--- src/rtl/hazard_stall_ctrl_if.sv ---
// ---------------------------------------------------------------------------
// hazard_stall_ctrl_if
// Purpose : bundles the pipeline-side signals of the hazard/stall controller.
// Ports (signals):
//   decode operands : id_rs_a/b/c [2:0], id_src_vld [2:0] (bit0=a, bit1=b, bit2=c)
//   ID/EX info      : idex_memread, idex_rd1 [2:0]
//   events          : br_taken, mem_req, mem_ack
//   controls        : pc_write, ifid_write, idex_bubble, ifid_flush, exmem_hold
//   status          : mem_timeout, stall_cnt / flush_cnt [STAT_W-1:0]
// Modports: master = pipeline (drives events, receives controls),
//           slave  = controller.
// Handshake: mem_req is a level held by MEM while an access is pending;
// mem_ack is a one-cycle completion strobe. mem_req with mem_ack high in
// the same cycle is a completed access; mem_req with mem_ack low is a stall.
// ---------------------------------------------------------------------------
interface hazard_stall_ctrl_if #(
    parameter int STAT_W = 16
);
    logic [2:0]        id_rs_a;
    logic [2:0]        id_rs_b;
    logic [2:0]        id_rs_c;
    logic [2:0]        id_src_vld;
    logic              idex_memread;
    logic [2:0]        idex_rd1;
    logic              br_taken;
    logic              mem_req;
    logic              mem_ack;
    logic              pc_write;
    logic              ifid_write;
    logic              idex_bubble;
    logic              ifid_flush;
    logic              exmem_hold;
    logic              mem_timeout;
    logic [STAT_W-1:0] stall_cnt;
    logic [STAT_W-1:0] flush_cnt;

    modport master (
        output id_rs_a, id_rs_b, id_rs_c, id_src_vld, idex_memread, idex_rd1,
        output br_taken, mem_req, mem_ack,
        input  pc_write, ifid_write, idex_bubble, ifid_flush, exmem_hold,
        input  mem_timeout, stall_cnt, flush_cnt
    );

    modport slave (
        input  id_rs_a, id_rs_b, id_rs_c, id_src_vld, idex_memread, idex_rd1,
        input  br_taken, mem_req, mem_ack,
        output pc_write, ifid_write, idex_bubble, ifid_flush, exmem_hold,
        output mem_timeout, stall_cnt, flush_cnt
    );
endinterface

--- src/rtl/hazard_stall_ctrl.sv ---
// ---------------------------------------------------------------------------
// hazard_stall_ctrl
// Purpose : pipeline hazard controller. Detects load-use hazards, flushes on
//           taken branches (two-cycle fetch latency) and freezes the back end
//           while a data-memory access is pending, with a wait timeout.
//           Priority: memory wait > branch flush > load-use.
// Ports   : clk, rst_n (async, active low)
//           hs        : hazard_stall_ctrl_if.slave (operands, events, controls,
//                       sticky mem_timeout, statistics counters)
//           dbg_state : current FSM state (0 RUN, 1 LOAD_STALL, 2 FLUSH,
//                       3 MEM_WAIT)
// Params  : STAT_W  width of statistics counters
//           MEM_TO  MEM_WAIT cycles without ack before timeout (1..255)
// Config  : define HAZ_STATS_EN to build the saturating stall/flush counters;
//           otherwise both counters are constant zero.
// Timeout : the wait counter is cleared when MEM_WAIT is entered and counts
//           MEM_WAIT cycles without ack; in the MEM_WAIT cycle where it equals
//           MEM_TO the freeze is released, mem_timeout is set (visible from
//           the next cycle) and the FSM returns to RUN.
// ---------------------------------------------------------------------------
module hazard_stall_ctrl #(
    parameter int STAT_W = 16,
    parameter int MEM_TO = 15
) (
    input  logic                clk,
    input  logic                rst_n,
    hazard_stall_ctrl_if.slave  hs,
    output logic [1:0]          dbg_state
);

    typedef enum logic [1:0] {
        ST_RUN        = 2'd0,
        ST_LOAD_STALL = 2'd1,
        ST_FLUSH      = 2'd2,
        ST_MEM_WAIT   = 2'd3
    } state_t;

    state_t     state_q, state_d;
    logic [7:0] wait_cnt_q, wait_cnt_d;
    logic       timeout_q, timeout_d;

    logic pc_write, ifid_write, idex_bubble, ifid_flush, exmem_hold;
    logic mem_stall, load_use;

    assign mem_stall = hs.mem_req && !hs.mem_ack;

    assign load_use = hs.idex_memread &&
                      ((hs.id_src_vld[0] && (hs.id_rs_a == hs.idex_rd1)) ||
                       (hs.id_src_vld[1] && (hs.id_rs_b == hs.idex_rd1)) ||
                       (hs.id_src_vld[2] && (hs.id_rs_c == hs.idex_rd1)));

    always_comb begin
        state_d     = state_q;
        wait_cnt_d  = wait_cnt_q;
        timeout_d   = timeout_q;
        pc_write    = 1'b1;
        ifid_write  = 1'b1;
        idex_bubble = 1'b0;
        ifid_flush  = 1'b0;
        exmem_hold  = 1'b0;

        // While reset is asserted the controls sit at their defaults even if
        // the pipeline is still presenting events.
        if (rst_n) begin
            case (state_q)
                ST_RUN, ST_LOAD_STALL, ST_FLUSH: begin
                    if (mem_stall) begin
                        pc_write   = 1'b0;
                        ifid_write = 1'b0;
                        exmem_hold = 1'b1;
                        wait_cnt_d = 8'd0;
                        state_d    = ST_MEM_WAIT;
                    end else if (hs.br_taken) begin
                        // Also restarts an in-progress flush.
                        ifid_flush  = 1'b1;
                        idex_bubble = 1'b1;
                        state_d     = ST_FLUSH;
                    end else if (state_q == ST_FLUSH) begin
                        // Second flush cycle covers the wrong-path fetch
                        // still in flight; load-use is ignored here.
                        ifid_flush = 1'b1;
                        state_d    = ST_RUN;
                    end else if ((state_q == ST_RUN) && load_use) begin
                        pc_write    = 1'b0;
                        ifid_write  = 1'b0;
                        idex_bubble = 1'b1;
                        state_d     = ST_LOAD_STALL;
                    end else begin
                        state_d = ST_RUN;
                    end
                end
                ST_MEM_WAIT: begin
                    if (hs.mem_ack) begin
                        state_d = ST_RUN;
                    end else if (wait_cnt_q == 8'(MEM_TO)) begin
                        timeout_d = 1'b1;
                        state_d   = ST_RUN;
                    end else begin
                        pc_write   = 1'b0;
                        ifid_write = 1'b0;
                        exmem_hold = 1'b1;
                        wait_cnt_d = wait_cnt_q + 8'd1;
                    end
                end
                default: state_d = ST_RUN;
            endcase
        end
    end

    always_ff @(posedge clk or negedge rst_n) begin
        if (!rst_n) begin
            state_q    <= ST_RUN;
            wait_cnt_q <= 8'd0;
            timeout_q  <= 1'b0;
        end else begin
            state_q    <= state_d;
            wait_cnt_q <= wait_cnt_d;
            timeout_q  <= timeout_d;
        end
    end

    assign hs.pc_write    = pc_write;
    assign hs.ifid_write  = ifid_write;
    assign hs.idex_bubble = idex_bubble;
    assign hs.ifid_flush  = ifid_flush;
    assign hs.exmem_hold  = exmem_hold;
    assign hs.mem_timeout = timeout_q;
    assign dbg_state      = state_q;

`ifdef HAZ_STATS_EN
    logic [STAT_W-1:0] stall_cnt_q, stall_cnt_d;
    logic [STAT_W-1:0] flush_cnt_q, flush_cnt_d;

    // Saturating: stop at all-ones instead of wrapping.
    always_comb begin
        stall_cnt_d = stall_cnt_q;
        flush_cnt_d = flush_cnt_q;
        if (!pc_write && (stall_cnt_q != {STAT_W{1'b1}})) begin
            stall_cnt_d = stall_cnt_q + 1'b1;
        end
        if (ifid_flush && (flush_cnt_q != {STAT_W{1'b1}})) begin
            flush_cnt_d = flush_cnt_q + 1'b1;
        end
    end

    always_ff @(posedge clk or negedge rst_n) begin
        if (!rst_n) begin
            stall_cnt_q <= {STAT_W{1'b0}};
            flush_cnt_q <= {STAT_W{1'b0}};
        end else begin
            stall_cnt_q <= stall_cnt_d;
            flush_cnt_q <= flush_cnt_d;
        end
    end

    assign hs.stall_cnt = stall_cnt_q;
    assign hs.flush_cnt = flush_cnt_q;
`else
    assign hs.stall_cnt = {STAT_W{1'b0}};
    assign hs.flush_cnt = {STAT_W{1'b0}};
`endif

endmodule

--- src/flat_wrapper.sv ---
// flat-port wrapper written by rule: the top's interface ports become plain ports
module hazard_stall_ctrl_flat 
#(
    parameter int STAT_W = 16,
    parameter int MEM_TO = 15
)
  (clk, rst_n, dbg_state, hs_id_rs_a, hs_id_rs_b, hs_id_rs_c, hs_id_src_vld, hs_idex_memread, hs_idex_rd1, hs_br_taken, hs_mem_req, hs_mem_ack, hs_pc_write, hs_ifid_write, hs_idex_bubble, hs_ifid_flush, hs_exmem_hold, hs_mem_timeout, hs_stall_cnt, hs_flush_cnt);
  hazard_stall_ctrl_if #(.STAT_W(STAT_W)) hs_i ();
  input  logic clk;
  input  logic rst_n;
  output logic [1:0] dbg_state;
  input wire logic [$bits(hs_i.id_rs_a)-1:0] hs_id_rs_a;
  input wire logic [$bits(hs_i.id_rs_b)-1:0] hs_id_rs_b;
  input wire logic [$bits(hs_i.id_rs_c)-1:0] hs_id_rs_c;
  input wire logic [$bits(hs_i.id_src_vld)-1:0] hs_id_src_vld;
  input wire logic [$bits(hs_i.idex_memread)-1:0] hs_idex_memread;
  input wire logic [$bits(hs_i.idex_rd1)-1:0] hs_idex_rd1;
  input wire logic [$bits(hs_i.br_taken)-1:0] hs_br_taken;
  input wire logic [$bits(hs_i.mem_req)-1:0] hs_mem_req;
  input wire logic [$bits(hs_i.mem_ack)-1:0] hs_mem_ack;
  output wire logic [$bits(hs_i.pc_write)-1:0] hs_pc_write;
  output wire logic [$bits(hs_i.ifid_write)-1:0] hs_ifid_write;
  output wire logic [$bits(hs_i.idex_bubble)-1:0] hs_idex_bubble;
  output wire logic [$bits(hs_i.ifid_flush)-1:0] hs_ifid_flush;
  output wire logic [$bits(hs_i.exmem_hold)-1:0] hs_exmem_hold;
  output wire logic [$bits(hs_i.mem_timeout)-1:0] hs_mem_timeout;
  output wire logic [$bits(hs_i.stall_cnt)-1:0] hs_stall_cnt;
  output wire logic [$bits(hs_i.flush_cnt)-1:0] hs_flush_cnt;
  assign hs_i.id_rs_a = hs_id_rs_a;
  assign hs_i.id_rs_b = hs_id_rs_b;
  assign hs_i.id_rs_c = hs_id_rs_c;
  assign hs_i.id_src_vld = hs_id_src_vld;
  assign hs_i.idex_memread = hs_idex_memread;
  assign hs_i.idex_rd1 = hs_idex_rd1;
  assign hs_i.br_taken = hs_br_taken;
  assign hs_i.mem_req = hs_mem_req;
  assign hs_i.mem_ack = hs_mem_ack;
  assign hs_pc_write = hs_i.pc_write;
  assign hs_ifid_write = hs_i.ifid_write;
  assign hs_idex_bubble = hs_i.idex_bubble;
  assign hs_ifid_flush = hs_i.ifid_flush;
  assign hs_exmem_hold = hs_i.exmem_hold;
  assign hs_mem_timeout = hs_i.mem_timeout;
  assign hs_stall_cnt = hs_i.stall_cnt;
  assign hs_flush_cnt = hs_i.flush_cnt;
  hazard_stall_ctrl #(.STAT_W(STAT_W), .MEM_TO(MEM_TO)) u_core (.clk(clk), .rst_n(rst_n), .hs(hs_i), .dbg_state(dbg_state));
endmodule
--- config.mk ---
export PLATFORM = sky130hd
export DESIGN_NAME = hazard_stall_ctrl_flat
export DESIGN_NICKNAME = d
export VERILOG_FILES = /design/src/rtl/hazard_stall_ctrl_if.sv /design/src/rtl/hazard_stall_ctrl.sv /design/src/flat_wrapper.sv
export SDC_FILE = /design/constraint.sdc
export NUM_CORES = 1
export LEC_CHECK = 0
export CAP_MARGIN = 30
export CORE_UTILIZATION = 34
export DETAILED_ROUTE_END_ITERATION = 6
export PLACE_DENSITY = 0.86
export SKIP_LAST_GASP = 1
export SYNTH_ARGS = -nofsm -noshare
export SYNTH_HDL_FRONTEND = slang
export SYNTH_SLANG_ARGS = --single-unit
--- constraint.sdc ---
create_clock -name clk -period 1.6 [get_ports clk]
set_input_delay 0.32 -clock clk [delete_from_list [all_inputs] [get_ports clk]]
set_output_delay 0.32 -clock clk [all_outputs]
set_load 0.01 [all_outputs]
==> metrics <==
status=finished, violations left; failing checks=DRC, setup timing; CP Max Fanout=3; Sw Share=0.340; Fmax achieved=0.532 GHz; Final ANT Viol Nets=0; total number of vias=969; Met3 Wirelength=72 um; post-route minimum period=1.88 ns; DR top layer=met4; Pwr Density=610 mW/mm^2; Fin. Hold Viols=0; sequential share of the synthesized area=0.262; metal2 WL=1390 um; final-report setup violation count=8; GRT Residual Overflow=0; Initial DRC Count=31; clock power share=0.198; RSZ-0062 raised after global routing=yes; sequential power share=0.354; GRT Total Usage=0.152; area of the die=0.00332 mm^2; most area-consuming cells after synthesis=dfrtp_1 (26%), buf_4 (24%), xnor2_1 (7.5%); Leak Pwr=0.837 nW; Max Cap Viol=0; WL final=2490 um; # DRC=2; Max VDD drop=0.321 mV; syn_area_per_cell=8.55 um^2; P&R area growth vs syn=50.5%; io pins=61; fin area=0.00158 mm^2; worst hold-check path type=in2async; commonest non-fill, non-tap cell in the layout=conb_1; first-pass GRT wire length=3840 um; Row Count=19; CP startpoint kind=input port; post-synthesis cell count=123; share of layout cells above drive strength 1=0.368; Die H=57.6 um; maximum root-to-sink buffer count=2; Net Switching=329 uW; PortBufs=28; Worst EP required=1.28 ns; Comb pwr share=0.448; Clock Latency Late Sink=0.28 ns; CTS Buf Count=3; pin count of the biggest net entering global routing=10; dpl hpwl=1970 um; drt pass-1 iters=6; Placed Area=0.00145 mm^2; Final WS setup=-0.279 ns; CTS H-tree lvls=1; Final Max Tran Viols=0; nets@finish=205; Horiz. Die Dim=57.6 um; Initial Utilization=0.369; crit end category=output port; fin crit share=1.17; commonest cells after routing, fill and taps aside=conb_1 (32), buf_4 (28), dlygate4sd2_1 (12); drt wl/cell=11.7 um; Worst Skew=0.00273 ns; ANT cells=0; Post-CTS Hold Buffers=0; Sink Count=11; Via density=4.55; WP data arrival=1.56 ns; synthesized area=0.00105 mm^2; met1 wire length=1020 um; clk slew on worst S/H paths=0.07 ns; GPL Wtd Cong=0.832; Synth area leader=dfrtp_1; vias in the first global route=886; Yosys warnings=0; Core ar.=0.00285 mm^2; Seq cells post-synth=11; initial antenna violation count=0; Yosys cell types=37; Power Internal=637 uW; Root Buffer=clkbuf_4; TritonCTS clock tree=yes; total power=966 uW; Synth top area share=0.262; Setup CP Type=in2out
power groups by stage:
stage	clock [mW]	combinational (mW)	sequential (mW)
after floorplan	0	0.224	0.346
after global placement	0	0.389	0.336
after detailed placement	0	0.400	0.338
after CTS	0.199	0.415	0.340
after global routing	0.210	0.472	0.344
final	0.191	0.433	0.342
flip-flops by register name (all words and copies together), names as in the netlist:
name	flops
u_core.dbg_state	2
u_core.hs.mem_timeout	1
u_core.wait_cnt_q	8
per-layer routing:
metal	track usage	vias to the layer above
li1	-	480
met1	0.183	461
met2	0.276	26
met3	0.0335	2
met4	0.0348	0
met5	0	-
cells in the mapped netlist:
| master | n |
|---|---|
| a21o_1 | 2 |
| a21oi_1 | 5 |
| a221o_1 | 1 |
| a22o_1 | 1 |
| a2bb2oi_1 | 1 |
| a31o_1 | 2 |
| and2_1 | 2 |
| and2b_1 | 1 |
| and3_1 | 3 |
| and3b_1 | 1 |
| and4_1 | 2 |
| and4_4 | 2 |
| and4bb_1 | 1 |
| buf_2 | 1 |
| buf_4 | 33 |
| conb_1 | 1 |
| dfrtp_1 | 11 |
| ha_1 | 1 |
| inv_1 | 5 |
| mux2_1 | 1 |
| mux2_2 | 1 |
| mux2i_1 | 1 |
| nand2_1 | 6 |
| nand2b_1 | 2 |
| nand3_1 | 1 |
| nand4_1 | 5 |
| nor2_1 | 7 |
| nor2b_1 | 2 |
| nor3_1 | 1 |
| nor3b_1 | 2 |
| o21ai_0 | 3 |
| o311a_1 | 1 |
| o31ai_1 | 1 |
| or2_1 | 1 |
| or3_1 | 1 |
| xnor2_1 | 9 |
| xor2_1 | 2 |
final cells by class:
| type | count | area, um^2 |
|---|---|---|
| sequential | 11 | 278 |
| clock inverter | 1 | 5.00 |
| multi-input combinational | 104 | 739 |
| timing repair buffer | 58 | 482 |
| tap | 31 | 38.8 |
| fill | 258 | 1270 |
| clock buffer | 3 | 22.5 |
| inverter | 5 | 18.8 |
path summary, 6_finish.rpt:
kind                                                    from                                end  slack [ns]  cells after the start
max reg2reg                 u_core.wait_cnt_q[1]$_DFFE_PN0P_   u_core.wait_cnt_q[4]$_DFFE_PN0P_       -0.14                      8
max                                           hs_idex_rd1[0]                      hs_ifid_write       -0.28                      6
min reg2reg                u_core.hs.mem_timeout$_DFFE_PN0P_  u_core.hs.mem_timeout$_DFFE_PN0P_        0.47                      1
max in group asynchronous                              rst_n    u_core.dbg_state[1]$_DFFE_PN0P_        1.22                      2
min                                                    rst_n   u_core.wait_cnt_q[7]$_DFFE_PN0P_        0.21                      2
min in group clk           u_core.hs.mem_timeout$_DFFE_PN0P_  u_core.hs.mem_timeout$_DFFE_PN0P_        0.47                      1
critical path, cell delays in order:
cell and delay [ns]:
clkdlybuf4s15_2 0.24, xnor2_2 0.16, and4_4 0.20, o311a_4 0.39, nor2_4 0.13, buf_6 0.11
cell families (layout without fill, tap and decap cells):
group,Yosys count,count (layout),share of synthesized area
AND/OR/NAND/NOR,40,40,0.231
buffers and inverters,39,67,0.258
AO/OA/AOI/OAI,17,17,0.112
XOR/XNOR,11,11,0.0916
flip-flops,11,11,0.262
multiplexers,3,3,0.0309
adder cells (fa/ha/maj),1,1,0.0119
other,1,32,0.00356
metrics by stage:
| stage | hold WS, ns | setup TNS [ns] | setup slack, ns | instances | utilization |
|---|---|---|---|---|---|
| floorplan | 0.0244 | -0.0106 | -0.0106 | 154 | - |
| global placement | 0.474 | -5.84 | -0.899 | 204 | 0.507 |
| detailed placement | 0.456 | -5.96 | -0.958 | 204 | 0.507 |
| CTS | 0.228 | -0.792 | -0.258 | 211 | 0.539 |
| global route | 0.222 | -1.46 | -0.311 | 213 | 0.555 |
| finish | 0.215 | -1.04 | -0.279 | 213 | 0.555 |
repair_timing:
item,CTS,global route
cloned,0,0
pin swaps,15,7
resized for setup,59,12
buffers inserted,3,2
endpoints found under the setup margin,10,12
No activity file was read; power rests on OpenSTA's default activity.
